File: config.mk
export PLATFORM = sky130hd
export DESIGN_NAME = int_ctrl_vec
export DESIGN_NICKNAME = d
export VERILOG_FILES = /design/src/rtl/int_ctrl_vec.sv
export SDC_FILE = /design/constraint.sdc
export NUM_CORES = 1
export LEC_CHECK = 0
export ABC_AREA = 0
export CORE_MARGIN = 5
export CORE_UTILIZATION = 45
export CTS_CLUSTER_SIZE = 10
export DETAILED_ROUTE_END_ITERATION = 8
export PLACE_DENSITY_LB_ADDON = 0.2
export SKIP_CTS_REPAIR_TIMING = 1
export SLEW_MARGIN = 20
export SYNTH_ARGS = -nofsm -noshare
export SYNTH_HDL_FRONTEND = slang
export SYNTH_SLANG_ARGS = --single-unit
File: constraint.sdc
create_clock -name clk_10hz -period 3.5 [get_ports clk_10hz]
set_input_delay 0.7 -clock clk_10hz [delete_from_list [all_inputs] [get_ports clk_10hz]]
set_output_delay 0.7 -clock clk_10hz [all_outputs]
set_load 0.02 [all_outputs]
File: src/rtl/int_ctrl_vec.sv
// int_ctrl_vec: parametrised vectored interrupt controller with nested preemption.
// Sources are latched, masked and prioritised (index 0 = highest). At an
// instruction boundary the winner gets a one-cycle registered take pulse with
// its vector address. The interrupted PC and prior active ID are pushed on an
// internal return stack, and a ret strobe pops them back.
// Optional build macro INT_CTRL_LEVEL_EN: when defined, sources are
// level-sensitive and pending mirrors irq_in. Otherwise, rising edges are
// latched and cleared when the source is serviced.
module int_ctrl_vec #(
  parameter int                NUM_SRC        = 8,
  parameter int                ADDR_W         = 32,
  parameter logic [ADDR_W-1:0] VEC_BASE       = 32'h0000_0040,
  parameter int                VEC_STRIDE     = 4,
  parameter int                NEST_DEPTH     = 4,
  parameter logic [2:0]        BOUNDARY_STATE = 3'd0,
  localparam int               DW             = $clog2(NEST_DEPTH + 1)
) (
  input  logic               clk_10hz,
  input  logic               rst,
  input  logic [NUM_SRC-1:0] irq_in,
  input  logic [NUM_SRC-1:0] irq_mask,
  input  logic [2:0]         cpu_state,
  input  logic [ADDR_W-1:0]  pc_in,
  input  logic               ret,
  output logic               take,
  output logic [ADDR_W-1:0]  vec_addr,
  output logic [ADDR_W-1:0]  epc_out,
  output logic [3:0]         active_id,
  output logic [DW-1:0]      depth,
  output logic [NUM_SRC-1:0] pending,
  output logic               ret_err
);

  // Stack index width: at least 1 bit so NEST_DEPTH=1 still gets a legal array.
  localparam int IW = (NEST_DEPTH > 1) ? $clog2(NEST_DEPTH) : 1;

  typedef enum logic [1:0] {IDLE, ACK, RUN} state_e;

  state_e              state_q, state_d;
  logic                take_q, take_d;
  logic [ADDR_W-1:0]   vec_q, vec_d;
  logic [ADDR_W-1:0]   epc_q, epc_d;
  logic [3:0]          active_q, active_d;
  logic [3:0]          win_q, win_d;
  logic [DW-1:0]       depth_q, depth_d;
  logic                ret_err_q, ret_err_d;

  logic [NUM_SRC-1:0]  pend_view;
  logic [NUM_SRC-1:0]  eligible;
  logic [3:0]          winner;
  logic                has_win;
  logic                preempt;
  logic                push;

  logic [ADDR_W-1:0]   stk_pc_q [2**IW];
  logic [3:0]          stk_id_q [2**IW];
  logic [DW-1:0]       depth_m1;
  logic [IW-1:0]       push_idx, top_idx;

`ifdef INT_CTRL_LEVEL_EN
  // Level-sensitive sources: whatever is asserted right now is pending.
  assign pend_view = irq_in;
`else
  logic [NUM_SRC-1:0] irq_prev_q, pending_q, rise, ack_clr;

  assign rise    = irq_in & ~irq_prev_q;
  assign ack_clr = (state_q == ACK) ? (NUM_SRC'(1) << win_q) : '0;

  // Latch rising edges. A new edge on the serviced source beats its clear.
  always_ff @(posedge clk_10hz or posedge rst) begin
    if (rst) begin
      irq_prev_q <= '0;
      pending_q  <= '0;
    end else begin
      irq_prev_q <= irq_in;
      pending_q  <= (pending_q & ~ack_clr) | rise;
    end
  end

  assign pend_view = pending_q;
`endif

  assign eligible = pend_view & irq_mask;
  assign has_win  = |eligible;
  assign depth_m1 = depth_q - 1'b1;
  assign push_idx = depth_q[IW-1:0];
  assign top_idx  = depth_m1[IW-1:0];

  // Fixed priority: the lowest set index wins.
  always_comb begin
    winner = '0;
    for (int i = NUM_SRC - 1; i >= 0; i--) begin
      if (eligible[i]) winner = 4'(i);
    end
  end

  assign preempt = has_win
                && ((winner < active_q) || (depth_q == '0))
                && (depth_q < DW'(NEST_DEPTH))
                && (cpu_state == BOUNDARY_STATE)
                && (state_q != ACK)
                && !ret;

  // Next-state and register-update logic for the IDLE/ACK/RUN controller.
  // NOTE: every output of this block gets a default first, so no path leaves a latch.
  always_comb begin
    state_d   = state_q;
    take_d    = 1'b0;
    vec_d     = vec_q;
    epc_d     = epc_q;
    active_d  = active_q;
    win_d     = win_q;
    depth_d   = depth_q;
    ret_err_d = ret_err_q | (ret && (depth_q == '0));
    push      = 1'b0;

    unique case (state_q)
      IDLE: begin
        if (preempt) begin
          state_d = ACK;
          take_d  = 1'b1;
          win_d   = winner;
          vec_d   = VEC_BASE + ADDR_W'(winner) * ADDR_W'(VEC_STRIDE);
        end
      end
      ACK: begin
        push     = 1'b1;
        active_d = win_q;
        epc_d    = pc_in;
        depth_d  = depth_q + 1'b1;
        state_d  = RUN;
      end
      RUN: begin
        if (ret && (depth_q != '0)) begin
          active_d = stk_id_q[top_idx];
          epc_d    = stk_pc_q[top_idx];
          depth_d  = depth_m1;
          if (depth_q == DW'(1)) state_d = IDLE;
        end else if (preempt) begin
          state_d = ACK;
          take_d  = 1'b1;
          win_d   = winner;
          vec_d   = VEC_BASE + ADDR_W'(winner) * ADDR_W'(VEC_STRIDE);
        end
      end
      default: state_d = IDLE;
    endcase
  end

  // Control registers. Reset drops any in-flight ACK and the take pulse at once.
  // NOTE: sequential state uses non-blocking assignments so all registers update together.
  always_ff @(posedge clk_10hz or posedge rst) begin
    if (rst) begin
      state_q   <= IDLE;
      take_q    <= 1'b0;
      vec_q     <= '0;
      epc_q     <= '0;
      active_q  <= '0;
      win_q     <= '0;
      depth_q   <= '0;
      ret_err_q <= 1'b0;
    end else begin
      state_q   <= state_d;
      take_q    <= take_d;
      vec_q     <= vec_d;
      epc_q     <= epc_d;
      active_q  <= active_d;
      win_q     <= win_d;
      depth_q   <= depth_d;
      ret_err_q <= ret_err_d;
    end
  end

  // Return stack storage, written in the ACK cycle.
  // NOTE: the stack array has no reset; depth_q=0 already marks every entry invalid.
  always_ff @(posedge clk_10hz) begin
    if (push) begin
      stk_pc_q[push_idx] <= pc_in;
      stk_id_q[push_idx] <= active_q;
    end
  end

  assign take      = take_q;
  assign vec_addr  = vec_q;
  assign epc_out   = epc_q;
  assign active_id = active_q;
  assign depth     = depth_q;
  assign pending   = pend_view;
  assign ret_err   = ret_err_q;

endmodule

==> impl_metrics.yaml, run 1 <==
status:
  status: "complete, no violations"
logic_synthesis:
  yosysSeqAreaShare: 0.690
  yosysTopAreaCell: "edfxtp_1"
  netlist_instances: 532
  async_flop_share: 0.304
  netlist_area_um2: 8550
  synth_edf_count: 144
  synth_top_cell_area_share: 0.506
  postSynthAreaPerCell_um2: 16.1
  synthTopCellsByArea: "edfxtp_1 51%, dfrtp_1 18%, mux4_2 9.5%, mux2i_1 3.9%, buf_4 2.6%"
  ys_ff_latch: 207
  synth_cell_types: 38
  synthFlopType: "edfxtp_1"
  synth_most_common_cell: "edfxtp_1"
  yosys_warnings: 0
  netlist_top_cells_count: "144 x edfxtp_1, 63 x dfrtp_1, 36 x mux4_2, 36 x o21ai_0, 34 x nand2_1"
routing:
  wire_per_inst_um: 20.1
  drtIter0Drc: 203
  m1WireLength_um: 7730
  vias: 4873
  postRouteAntennaNets: 0
  dr.pass1.iters: 7
  vias_per_cell: 5.38
  drc: 0
  wl_met2_um: 8950
  wl_um: 18200
  met3_wirelength_um: 1290
  top_layer_used: "met5"
worst_hold_path:
  hold_start: "irq_prev_q[4]$_DFF_PP0_"
  holdCritPathClass: "register to register"
placed_design:
  io_buffers: 106
  hpwl_um: 11900
  place_congestion: 0.899
sta:
  setup_tns_ns: 0
  max-slew-margin-rel: 0.313
  fmax_mhz: 381
  setup_viol: 0
  finalCritPeriodShare: 0.749
  clock_skew_ns: 0.0135
  drv_slew: 0
  hold-worst-slack_ns: 0.419
  worstMarginPinSlew_ns: 1.03
  hold_viol: 0
  finalCriticalPeriod_ns: 2.62
  grt_setup_unrepaired: "false"
critical_path:
  cp_cell_sequence: "clkdlybuf4s50_1, a22oi_1, o21ai_0, and3_1, ha_1, a21o_1, a21oi_1, o311ai_4, mux2_4"
  critPathMaxFanout: 6
  end_kind: "register"
  crit_start: "irq_mask[2]"
  crit_arrival_ns: 3.00
  cp_slowest_stage_delay_ns: 0.44
  critPathKind: "primary input to register"
  reg2reg_from: "pending[6]$_DFF_PP0_"
  cp_slowest_cell: "o311ai_4"
  ff2ff_setup_slack_ns: 1.06
  cp.required_ns: 3.88
  crit_path_start_kind: "primary input"
finish:
  multi_input_area_um2: 2390
  regArea_um2: 5900
  final_nets: 715
  diodes: 0
  syn_to_final_growth_pct: 23.5
  drive_gt1_frac: 0.146
  fillCellCount: 1470
  fin_util: 0.565
floorplan:
  die_x_um: 148
  die_h_um: 148
  rows: 50
  die-area_um2: 21900
  start_util: 0.457
  core_area_um2: 18700
  num_io_pins: 135
global_routing:
  grt_overflow: 0
  grt_max_degree: 40
  antenna_found_initial: 1
  first_global_vias: 5288
  grtUsageTotal: 0.168
  grt_pass1_wl_um: 29200
power_and_ir_drop:
  p_leak_nw: 3.78
  powerDensity_nw_per_um2: 784
  peakVddDrop_uv: 359
run:
  drv_cap: 0
cts:
  h-tree-depth: 1
  clockRootBuffer: "clkbuf_16"
  cts_made_buffers: 25
  path_clk_slew_ns: 0.06
  clock_latency_ns: 0.49
  clockBufferDepth: 3
  cts_tree: "yes"
  cts.sinks: 207
## power breakdown
part	switching, mW	internal, mW
Combinational	1.43	1.37
Sequential	0.252	2.94
Clock	0.909	1.37
Total	2.59	5.69
## state kept, by name (all words and copies together) (netlist names)
signal      cells
ret_err         1
take            1
win_q           2
depth           3
irq_prev_q      8
state_q         2
epc_out        32
stk_id_q       16
stk_pc_q      128
vec_addr        2
pending         8
active_id       4
## final cells by class
type                       count  share of cell area
clock buffer                  44              0.0679
sequential                   207               0.559
inverter                      17             0.00604
multi-input combinational    282               0.226
clock inverter                 1            0.000829
timing repair buffer         121               0.112
tap                          234              0.0277
## worst paths after layout
path / endpoint / cells past startpoint
max: win_q[1]$_DFFE_PP0P_ / 9
min: pending[4]$_DFF_PP0_ / 1
max reg2reg: win_q[1]$_DFFE_PP0P_ / 9
min reg2reg: pending[4]$_DFF_PP0_ / 1
max in group asynchronous: irq_prev_q[1]$_DFF_PP0_ / 3
min in group asynchronous: epc_out[28]$_DFFE_PP0P_ / 2
## stage by stage
stage	setup WS (ns)	instance area (um^2)	total power, mW	cells
floorplan	0.685	8650	5.03	559
global placement	0.420	9840	6.02	861
detailed placement	0.380	9840	6.08	861
CTS	0.858	10600	8.40	906
global route	0.746	10600	8.75	906
finish	0.878	10600	8.28	906
## layout by cell type, fill, tap and decap left out, types with 25 or more instances in the layout
| cell type | n |
|---|---|
| a21oi_1 | 25 |
| clkbuf_16 | 25 |
| clkdlybuf4s50_1 | 106 |
| conb_1 | 28 |
| dfrtp_1 | 62 |
| edfxtp_1 | 144 |
| mux2i_1 | 33 |
| mux4_2 | 36 |
| nand2_1 | 34 |
| o21ai_0 | 36 |
## cell families after synthesis
kind of cell | Yosys count | synth area share
adder cells (fa/ha/maj) | 7 | 0.0102
AO/OA/AOI/OAI | 92 | 0.0657
XOR/XNOR | 1 | 0.00102
flip-flops | 207 | 0.690
multiplexers | 72 | 0.139
other | 1 | 0.000438
buffers and inverters | 70 | 0.0451
AND/OR/NAND/NOR | 82 | 0.0490
## worst max-delay path: cells and delay by family
kind                     cells  cell delay (ns)
AO/OA/AOI/OAI                5             1.03
buffers and inverters        1             0.43
multiplexers                 1             0.34
adder cells (fa/ha/maj)      1             0.28
AND/OR/NAND/NOR              1             0.22
## metal layers
metal / vias up / GRT usage
met1: 2483 / 0.226
met3: 22 / 0.0386
met5: - / 0
li1: 2212 / -
met4: 2 / 0.0383
met2: 154 / 0.281
Note: power is estimated with default switching activity, not from simulation.
==> run 2, diff against run 1 <==
==> constraint.sdc (replaced) <==
create_clock -name clk_10hz -period 2.3 [get_ports clk_10hz]
set_input_delay 0.46 -clock clk_10hz [delete_from_list [all_inputs] [get_ports clk_10hz]]
set_output_delay 0.46 -clock clk_10hz [all_outputs]
set_load 0.02 [all_outputs]
==> impl_metrics.yaml, run 2 (same netlist as run 1, synthesis figures left out) <==
cts:
  cts_made_buffers: 24
  path_clk_slew_ns: 0.06
  cts_tree: "yes"
  clock_latency_ns: 0.50
  cts.sinks: 207
  h-tree-depth: 1
  clockRootBuffer: "clkbuf_16"
  clockBufferDepth: 3
finish:
  largest-register: "stk_pc_q"
  final_nets: 743
  fin_util: 0.585
  final_cell_mix: "144 x edfxtp_1, 105 x clkdlybuf4s50_1, 62 x dfrtp_1, 36 x mux4_2, 35 x o21ai_0"
  finish.instance_area_um2: 11000
  largest_register_ffs: 128
  diodes: 0
  final_common_cell: "edfxtp_1"
  syn_to_final_growth_pct: 28.0
  final_cells: 934
  drive_gt1_frac: 0.191
power_and_ir_drop:
  p_leak_nw: 3.97
  peakVddDrop_uv: 741
  finalPower_mw: 12.8
  powerDensity_nw_per_um2: 1170
critical_path:
  reg2reg_from: "pending[6]$_DFF_PP0_"
  crit_path_start_kind: "register"
  cp_slowest_stage_delay_ns: 0.38
  cp_slowest_cell: "dfrtp_1"
  crit_arrival_ns: 2.65
  crit_start: "pending[6]$_DFF_PP0_"
  critPathMaxFanout: 6
  worst-path-buf-inv: 1
  critPathKind: "register to register"
  end_kind: "register"
  cp_cell_sequence: "and2_4, a21oi_4, o21ai_1, and3_1, ha_1, a21o_1, a21oi_2, o311ai_4, buf_6, mux2_4"
  cp.required_ns: 2.68
  cp_top_family: "compound AO/OA/AOI/OAI gates"
routing:
  drtIter0Drc: 282
  vias_per_cell: 5.35
  dr.pass1.iters: 4
  wl_um: 18600
  wire_per_inst_um: 19.9
  postRouteAntennaNets: 0
  vias: 4995
  drc: 0
global_routing:
  grtUsageTotal: 0.166
  grt_pass1_wl_um: 28900
  antenna_found_initial: 0
  first_global_vias: 5293
  grt_overflow: 0
  grt_max_degree: 41
placed_design:
  post-place-ws_ns: -0.550
  dpl_cell_area_um2: 10100
  io_buffers: 106
  dp_cells: 883
  hpwl_um: 11800
  place_congestion: 0.934
worst_hold_path:
  holdCritPathClass: "primary input to async pin"
sta:
  hold_viol: 0
  clock_skew_ns: 0.0111
  fin_ws_ns: 0.0333
  drv_slew: 0
  setup_viol: 0
  fmax_mhz: 441
  setup_tns_ns: 0
  finalCriticalPeriod_ns: 2.27
  finalCritPeriodShare: 0.986
  hold-worst-slack_ns: 0.277
floorplan:
  die_h_um: 148
  die_x_um: 148
  start_util: 0.457
  die-area_um2: 21900
  num_io_pins: 135
  rows: 50
  core_area_um2: 18700
status:
  status: "complete, no violations"
run:
  drv_cap: 0
run 2: cell count changes in the layout (fill, tap and decap cells not counted), sizes merged:
cell | before | now
dlymetal6s2s | 0 | 1
inv | 18 | 17
clkbuf | 44 | 45
clkdlybuf4s50 | 106 | 105
buf | 15 | 43
run 2: final timing paths:
kind | to | slack (ns) | depth (start not counted)
setup / recovery | win_q[1]$_DFFE_PP0P_ | 0.03 | 10
hold / removal | depth[0]$_DFFE_PP0P_ | 0.28 | 2
setup reg to reg | win_q[1]$_DFFE_PP0P_ | 0.03 | 10
hold reg to reg | pending[1]$_DFF_PP0_ | 0.40 | 1
max in group asynchronous | irq_prev_q[1]$_DFF_PP0_ | 1.51 | 3
min in group clk_10hz | pending[1]$_DFF_PP0_ | 0.40 | 1
run 2: area by class of cell:
cell class / instances / area [um^2]
Tap cell: 234 / 293
Clock buffer: 44 / 707
Fill cell: 1430 / 7750
Timing Repair Buffer: 150 / 1550
Sequential cell: 207 / 5900
Multi-Input combinational cell: 282 / 2430
Inverter: 17 / 63.8
run 2: metal layers:
layer,share of wire,track usage,routed length (um)
met3,0.058,0.0386,1080
met5,0,0,0
met2,0.49,0.271,9070
met4,0.014,0.0406,264
met1,0.44,0.229,8150
run 2: where the power goes:
| group | switching [mW] | internal (mW) | leakage (nW) | total, mW |
|---|---|---|---|---|
| registers | 0.379 | 4.48 | 2.02 | 4.86 |
| logic | 2.23 | 2.30 | 1.62 | 4.53 |
| clock network | 1.37 | 2.05 | 0.337 | 3.42 |
| total | 3.98 | 8.83 | 3.97 | 12.8 |
